File: config.mk
export PLATFORM = sky130hd
export DESIGN_NAME = psc_trigger_packet_rx
export DESIGN_NICKNAME = d
export VERILOG_FILES = /design/src/rtl/psc_trigger_packet_rx.sv
export SDC_FILE = /design/constraint.sdc
export NUM_CORES = 1
export LEC_CHECK = 0
export ABC_AREA = 1
export CAP_MARGIN = 20
export CORE_MARGIN = 1
export CORE_UTILIZATION = 40
export DETAILED_ROUTE_END_ITERATION = 7
export SETUP_SLACK_MARGIN = 0.1
export SYNTH_ARGS = -nofsm -noshare
export SYNTH_HDL_FRONTEND = slang
export SYNTH_SLANG_ARGS = --single-unit
File: constraint.sdc
create_clock -name clk -period 2.2 [get_ports clk]
set_input_delay 0.44 -clock clk [delete_from_list [all_inputs] [get_ports clk]]
set_output_delay 0.44 -clock clk [all_outputs]
set_load 0.02 [all_outputs]
File: src/rtl/psc_trigger_packet_rx.sv
// ---------------------------------------------------------------------------
// psc_trigger_packet_rx
// Receive-side parser for the 10-byte PSC trigger/status frame. Decoded
// byte/K beats from the 8b10b link decoder are checked against the frame
// layout, and a one-cycle pulse is emitted for each frame outcome.
//
// Frame layout (index: content):
//   0: SOP (K)   1: 00   2: TYPE_TRIGGER/TYPE_STATUS   3..8: 00   9: EOP (K)
//
// Ports:
//   clk           block clock
//   rst_n         asynchronous active-low reset
//   rx_data       decoded byte from the link decoder
//   rx_is_k       1 = rx_data is a K character
//   rx_valid      beat qualifier
//   trigger_pulse one-cycle pulse per valid trigger frame
//   status_pulse  one-cycle pulse per valid status frame
//   frame_error   one-cycle pulse per aborted, malformed or timed-out frame
//   busy          high while inside a frame
//   trig_count    valid trigger frames (wraps)
//   status_count  valid status frames (wraps)
//   err_count     frame errors (saturates at 8'hFF)
//
// state    | meaning
// IDLE     | waiting for SOP; all other beats silently dropped
// PAYLOAD  | receiving bytes 1..8, checking each against the layout
// WAIT_EOP | expecting EOP at byte 9, then reporting the outcome
// ---------------------------------------------------------------------------
module psc_trigger_packet_rx #(
  parameter logic [7:0] SOP          = 8'h3C,
  parameter logic [7:0] EOP          = 8'hBC,
  parameter logic [7:0] TYPE_TRIGGER = 8'h70,
  parameter logic [7:0] TYPE_STATUS  = 8'h40,
  parameter int         TIMEOUT      = 32,
  parameter int         CNT_W        = 16
) (
  input  logic             clk,
  input  logic             rst_n,
  input  logic [7:0]       rx_data,
  input  logic             rx_is_k,
  input  logic             rx_valid,
  output logic             trigger_pulse,
  output logic             status_pulse,
  output logic             frame_error,
  output logic             busy,
  output logic [CNT_W-1:0] trig_count,
  output logic [CNT_W-1:0] status_count,
  output logic [7:0]       err_count
);

  localparam int TMO_W = $clog2(TIMEOUT + 1);
  localparam logic [TMO_W-1:0] TMO_LAST = TMO_W'(TIMEOUT - 1);

  typedef enum logic [1:0] {IDLE, PAYLOAD, WAIT_EOP} state_t;

  state_t           state_q;
  logic [3:0]       idx_q;
  logic [7:0]       type_q;
  logic             bad_q;
  logic [TMO_W-1:0] tmo_q;
  logic             trig_q, stat_q, err_q;
  logic [CNT_W-1:0] trig_cnt_q, stat_cnt_q;
  logic [7:0]       err_cnt_q;

  logic is_sop, is_eop, data_ok;
  logic ev_trig_d, ev_stat_d, ev_err_d;

  assign is_sop = rx_is_k && (rx_data == SOP);
  assign is_eop = rx_is_k && (rx_data == EOP);

  // Byte 2 carries the frame type; every other payload byte must be zero.
  assign data_ok = (idx_q == 4'd2) ? ((rx_data == TYPE_TRIGGER) || (rx_data == TYPE_STATUS))
                                   : (rx_data == 8'h00);

  // Frame outcome for the current edge; at most one event is ever set.
  always_comb begin
    ev_trig_d = 1'b0;
    ev_stat_d = 1'b0;
    ev_err_d  = 1'b0;
    if (state_q != IDLE) begin
      if (rx_valid) begin
        if (is_sop) begin
          ev_err_d = 1'b1;
        end else if (state_q == WAIT_EOP) begin
          if (is_eop && !bad_q) begin
            // bad_q is clear, so byte 2 was one of the two legal types
            if (type_q == TYPE_TRIGGER) ev_trig_d = 1'b1;
            else                        ev_stat_d = 1'b1;
          end else begin
            ev_err_d = 1'b1;
          end
        end else if (rx_is_k) begin
          ev_err_d = 1'b1;
        end
      end else if (tmo_q == TMO_LAST) begin
        ev_err_d = 1'b1;
      end
    end
  end

  always_ff @(posedge clk or negedge rst_n) begin
    if (!rst_n) begin
      state_q    <= IDLE;
      idx_q      <= '0;
      type_q     <= '0;
      bad_q      <= 1'b0;
      tmo_q      <= '0;
      trig_q     <= 1'b0;
      stat_q     <= 1'b0;
      err_q      <= 1'b0;
      trig_cnt_q <= '0;
      stat_cnt_q <= '0;
      err_cnt_q  <= '0;
    end else begin
      trig_q <= ev_trig_d;
      stat_q <= ev_stat_d;
      err_q  <= ev_err_d;
      if (ev_trig_d) trig_cnt_q <= trig_cnt_q + CNT_W'(1);
      if (ev_stat_d) stat_cnt_q <= stat_cnt_q + CNT_W'(1);
      if (ev_err_d && (err_cnt_q != 8'hFF)) err_cnt_q <= err_cnt_q + 8'd1;

      case (state_q)
        IDLE: begin
          tmo_q <= '0;
          if (rx_valid && is_sop) begin
            state_q <= PAYLOAD;
            idx_q   <= 4'd1;
            type_q  <= '0;
            bad_q   <= 1'b0;
          end
        end
        PAYLOAD, WAIT_EOP: begin
          if (rx_valid) begin
            tmo_q <= '0;
            if (is_sop) begin
              // old frame already flagged above; this SOP opens a new one
              state_q <= PAYLOAD;
              idx_q   <= 4'd1;
              type_q  <= '0;
              bad_q   <= 1'b0;
            end else if ((state_q == WAIT_EOP) || rx_is_k) begin
              state_q <= IDLE;
              idx_q   <= '0;
            end else begin
              if (idx_q == 4'd2) type_q <= rx_data;
              if (!data_ok)      bad_q  <= 1'b1;
              idx_q <= idx_q + 4'd1;
              if (idx_q == 4'd8) state_q <= WAIT_EOP;
            end
          end else if (tmo_q == TMO_LAST) begin
            state_q <= IDLE;
            idx_q   <= '0;
            tmo_q   <= '0;
          end else begin
            tmo_q <= tmo_q + TMO_W'(1);
          end
        end
        default: state_q <= IDLE;
      endcase
    end
  end

  assign trigger_pulse = trig_q;
  assign status_pulse  = stat_q;
  assign frame_error   = err_q;
  assign busy          = (state_q != IDLE);
  assign trig_count    = trig_cnt_q;
  assign status_count  = stat_cnt_q;
  assign err_count     = err_cnt_q;

endmodule

* After elaboration in Yosys (flattened, before gate mapping)
Cells that the tools add are included.
** Word-level totals
- Flip-flop bits (word level) :: 64
- Bits of input ports :: 12
- Output and inout bits :: 44
** Operators by class
- Add/sub/neg operators :: 5
- Eq/ne operators :: 18
- Muxes and demuxes :: 48
- Reductions and logical operators :: 17
** Operators with widths (count)
- $mux W8 :: 5
- $add A16 B1 Y16 const B :: 2
- $mux W1 :: 25
- $eq A8 B7 Y1 const B :: 3
- $mux W4 :: 5
- $pmux W8 S2 :: 1
- $mux W2 :: 6
- $mux W6 :: 2
- $ne A3 B3 Y1 const B :: 4
- $pmux W6 S2 :: 1
- $reduce_and A5 Y1 :: 2
- $add A8 B1 Y8 const B :: 1
- $eq A8 B6 Y1 const B :: 1
- $eq A8 B8 Y1 const B :: 1
- $logic_not A8 Y1 :: 1
- $ne A8 B8 Y1 const B :: 1
- $pmux W4 S2 :: 1
- $add A6 B1 Y6 const B :: 1
- $eq A6 B5 Y1 const B :: 1
- $reduce_and A3 Y1 :: 2
- $logic_and A1 B1 Y1 :: 5
- $ne A5 B5 Y1 const B :: 1
- $add A4 B1 Y4 const B :: 1
- $eq A4 B2 Y1 const B :: 1
- 11 further kinds :: 14

* Logic depth before layout (Yosys ltp)
- Depth in word-level cells :: 9
- Gate-level depth with buffers :: 12
- Mapped depth without buffers :: 12

* Worst setup path after synthesis
OpenSTA, ideal clock, no wires.
- Path type :: register to register
- Start point :: register state_q[0]
- End point :: register type_q[5]
- Data arrival time :: 1.610 ns
- Slack :: 0.472 ns
- Cell stages (with the launch flop) :: 12
- Path buffers :: 2
- Cells stage by stage :: dfrtp_1 inv_1 ha_1 buf_4 inv_2 nor2_1 nor2_1 a21boi_2 nand2_2 buf_6 nand2_1 o21ai_2
** Between the ends
- Longest elaborated chain between the ends :: 4
- Elaborated cells between the ends (all ways) :: 12
- Classes of those cells :: eq/ne (6); mux (1); reduce/logical (5)
** RTL lines
- start: declaration :: line 56 : state_t state_q;
- start signal: assignment :: line 103 : state_q <= IDLE;
- start signal: assignment :: line 126 : state_q <= PAYLOAD;
- start signal: assignment :: line 137 : state_q <= PAYLOAD;
- $eq A2 B2 Y1 or $eq A2 B1 Y1 (tied branches) :: line 122, 141
- $reduce_or A2 Y1 or $logic_or A1 B1 Y1 (tied branches) :: line 122, 141
- $ne A3 B3 Y1 (no source line), or another cell as far along
- $reduce_and A5 Y1 (no source line)
- end signal: assignment :: line 145 : if (idx_q == 4'd2) type_q <= rx_data;
- end: declaration :: line 58 : logic [7:0] type_q;
Several ways; a longest one is shown, not always the timed one.
A chain may end at the register's enable or synchronous reset.

* Worst setup path in the final report
- Start point :: register state_q[0]
- End point :: output busy
** Between the ends
- Longest elaborated chain between the ends :: 1
** RTL lines
- $reduce_bool A2 Y1 :: line 166 : assign busy = (state_q != IDLE);
- end: declaration :: line 45 : output logic busy,
No other way between the ends.

==> flow_summary.ini <==
[detailed_routing]
viasPerCell = 4.81
vias = 3469
first_pass_iters = 4
routedWlPerCell_microns = 11.9
routed_wl_microns = 8600
ant_nets = 0
drc = 0
first_iter_violations = 111

[clocking]
cts_sinks = 64
holdBufCountCts = 0
cts_tree = built
cts.path.max_buffers = 2
htree_levels = 3
cts_setup_buffers = 0
ctsRootBufferMaster = clkbuf_8
clk_latency_ps = 350
numCtsBuffers = 9
clkTransAtPathRegs_ps = 80

[placed_design]
dp_hpwl_microns = 6450
pre_cts_ws_ps = -53.6
placed_cells = 705
port_buffers = 55
place_congestion = 0.886

[synthesis]
syn-cell-area_sq_um = 3880
synth_warnings = 0
synth-edff-count = 0
synthXorXnorAreaFrac_pct = 5.16
synth_top_family_by_area = simple AND/OR/NAND/NOR gates
syn_nets = 536
yosys.area_share.simple_pct = 34.1
synth_cells = 514
postSynthAreaPerCell_sq_um = 7.54
synthMuxAreaShare_pct = 0
ys.flop_type = dfrtp_1
synth-compound-area-share_pct = 7.84
yosysUniqueCellTypes = 34
ys_seq_area_share_pct = 41.3
synth_seq_cells = 64
synthAdderAreaFrac_pct = 3.23
postSynth.asyncResetShare_pct = 100

[global_routing]
grt.total_usage_pct = 19.0
grt_max_degree = 65
antenna_found_initial = 0
overflow = 0
grt_pass1_wl_microns = 15200
grt_pass1_vias = 3430

[critical_path]
critPathTopFamily = buffers and inverters
end_kind = output port
arrival_ps = 1540
reg2reg_to = type_q[4]$_DFFE_PN0P_
path_class = register to output port
r2r_start = state_q[0]$_DFFE_PN0P_
worstSetupStartpointType = register
slowest_stage = dfrtp_1
cpPeakStageDelay_ps = 380
r2r_cells = 9
required_ps = 1760
r2r_slack_ps = 320
worstPathMaxFanout = 5
cp_cell_sequence = inv_1 > ha_2 > clkinv_1 > dlygate4sd2_1
critical_path_buf_inv_count = 3

[layout]
drive_above_1_share_pct = 12.3
syn2layout_area_growth_pct = 25.7
fill_cells = 915
antenna_cells = 0
nets = 609
final_cell_count_no_fill = 721

[pwr]
p_switching_mw = 1.36
p_seq_share_pct = 37.9
power.density_nw_per_um2 = 774
ir_drop_mv = 0.355
intPower_mw = 2.41
switching_share_pct = 36.1
clkPwrFrac_pct = 30.4
power_frac_comb_pct = 31.7
power_mw = 3.77
p_leak_nw = 2.29

[sta]
period_share_pct = 89.9
setup_viol = 0
hold_viol_final = 0
rsz0062_at_grt = false
slew_viol_final = 0
final.setup.worst_slack_ps = 222
finalClockSkew_ps = 17.0
fin_setup_tns_ps = 0
slew_headroom_pct = 67.4
tightest_slew_ps = 485
fmax_ghz = 0.505
final.min_clock_period_ps = 1980

[floorplan]
die_x_microns = 100
ioPinCount = 56
die-area_sq_um = 10100
core-area_sq_um = 9330
initial_core_util_pct = 41.6
die_h_microns = 100
rows = 35

[min_path]
hold_class = input port to asynchronous set/reset pin

[outcome]
outcome = finished, final reports clean

[run]
maxCapViolCount = 0
[layout by cell type, fill, tap and decap left out, types with 3 or more instances in the layout]
master / Yosys / layout
nand2_1: 149 / 149
buf_4: 2 / 12
a21oi_1: 5 / 5
clkdlybuf4s50_1: 0 / 53
nand3_1: 47 / 47
xor2_1: 11 / 11
o21ai_0: 19 / 19
or2_2: 4 / 4
xnor2_1: 10 / 10
ha_1: 10 / 9
o21ai_2: 16 / 16
nor2_2: 3 / 3
nor2_1: 45 / 45
nor3_1: 17 / 17
nand4_1: 14 / 14
nand3b_1: 3 / 3
nor2_4: 3 / 3
clkbuf_8: 0 / 9
nand3_2: 3 / 3
dfrtp_1: 64 / 64
clkinv_2: 1 / 3
inv_1: 65 / 65
nand2_2: 5 / 4
[synthesized netlist by cell type (2+ instances only)]
cell      number  area share (%)
a21oi_1        5            0.65
buf_4          2            0.39
buf_6          4             1.2
dfrtp_1       64              41
ha_1          10             3.2
inv_1         65             6.3
inv_2          2            0.19
nand2_1      149              14
nand2_2        5            0.81
nand3_1       47             6.1
nand3_2        3            0.77
nand3b_1       3            0.58
nand4_1       14             2.3
nor2_1        45             4.4
nor2_2         3            0.48
nor2_4         3            0.87
nor3_1        17             2.2
o21ai_0       19             2.5
o21ai_1        2            0.26
o21ai_2       16             3.6
or2_2          4            0.65
xnor2_1       10             2.3
xor2_1        11             2.5
[sequential cells by signal (all words and copies together), names as in the netlist]
name	cells
type_q	8
trigger_pulse	1
status_count	16
tmo_q	6
status_pulse	1
frame_error	1
state_q	2
trig_count	16
bad_q	1
idx_q	4
err_count	8
[power groups by stage]
stage	Sequential, mW	Clock [mW]	Combinational [mW]
3_5_place_dp	1.46	0	1.19
2_1_floorplan	1.48	0	0.805
5_1_grt	1.45	1.22	1.37
3_3_place_gp	1.45	0	1.18
6_report	1.43	1.15	1.20
4_1_cts	1.43	1.17	1.20
[routing by layer]
metal  up-vias  track usage [%]  routed length, microns
met1      1609             24.4                    4170
met4         0             7.36                     128
met2        62             32.0                    3970
li1       1788                -                       -
met5         -                0                       0
met3        10             3.20                     325
[worst max-delay path by stage]
stage                                 startpoint               endpoint  slack, ps  cells past startpoint
after floorplan           state_q[0]$_DFFE_PN0P_  type_q[5]$_DFFE_PN0P_        470                     11
after global placement                rx_data[7]  type_q[2]$_DFFE_PN0P_         10                      9
after detailed placement              rx_data[7]  type_q[4]$_DFFE_PN0P_        -50                      9
after CTS                 state_q[0]$_DFFE_PN0P_                   busy        200                      4
after global routing      state_q[0]$_DFFE_PN0P_                   busy        140                      4
final                     state_q[0]$_DFFE_PN0P_                   busy        220                      4
[cells by family after synthesis]
kind of cell / count (synthesis)
compound gates: 46
flops: 64
buf+inv: 76
fa+ha+maj: 10
xor+xnor: 22
simple gates: 296
[worst register-to-register path: cells and delay by family (launching register included)]
family                     cells  cell delay, ps
adders and majority gates      1             350
DFF                            1             380
AOI/OAI and AO/OA              2             310
and+or+nand+nor                4             500
buffers and inverters          2             230
[timing repair]
action                                  in CTS  in global routing
gates cloned                                 0                  0
hold endpoints to repair                     0                  0
endpoints found under the setup margin       1                  8
gates resized for setup                      2                  1
[cell type report]
cell class,count,area [sq um],share of cell area (%)
Timing Repair Buffer,69,674,13.8
Sequential cell,64,1600,32.9
Clock inverter,7,95.1,1.95
Clock buffer,9,124,2.54
Multi-Input combinational cell,374,1960,40.2
Inverter,69,260,5.34
Tap cell,129,161,3.31
[stage by stage]
step | hold WS (ps) | utilization, % | instance area (sq um)
2_1_floorplan | 144 | - | 3880
3_3_place_gp | 469 | 49.8 | 4650
3_5_place_dp | 471 | 49.8 | 4650
4_1_cts | 112 | 52.2 | 4870
5_1_grt | 128 | 52.2 | 4870
6_report | 102 | 52.2 | 4870
Note: power is estimated with default switching activity, not from simulation.
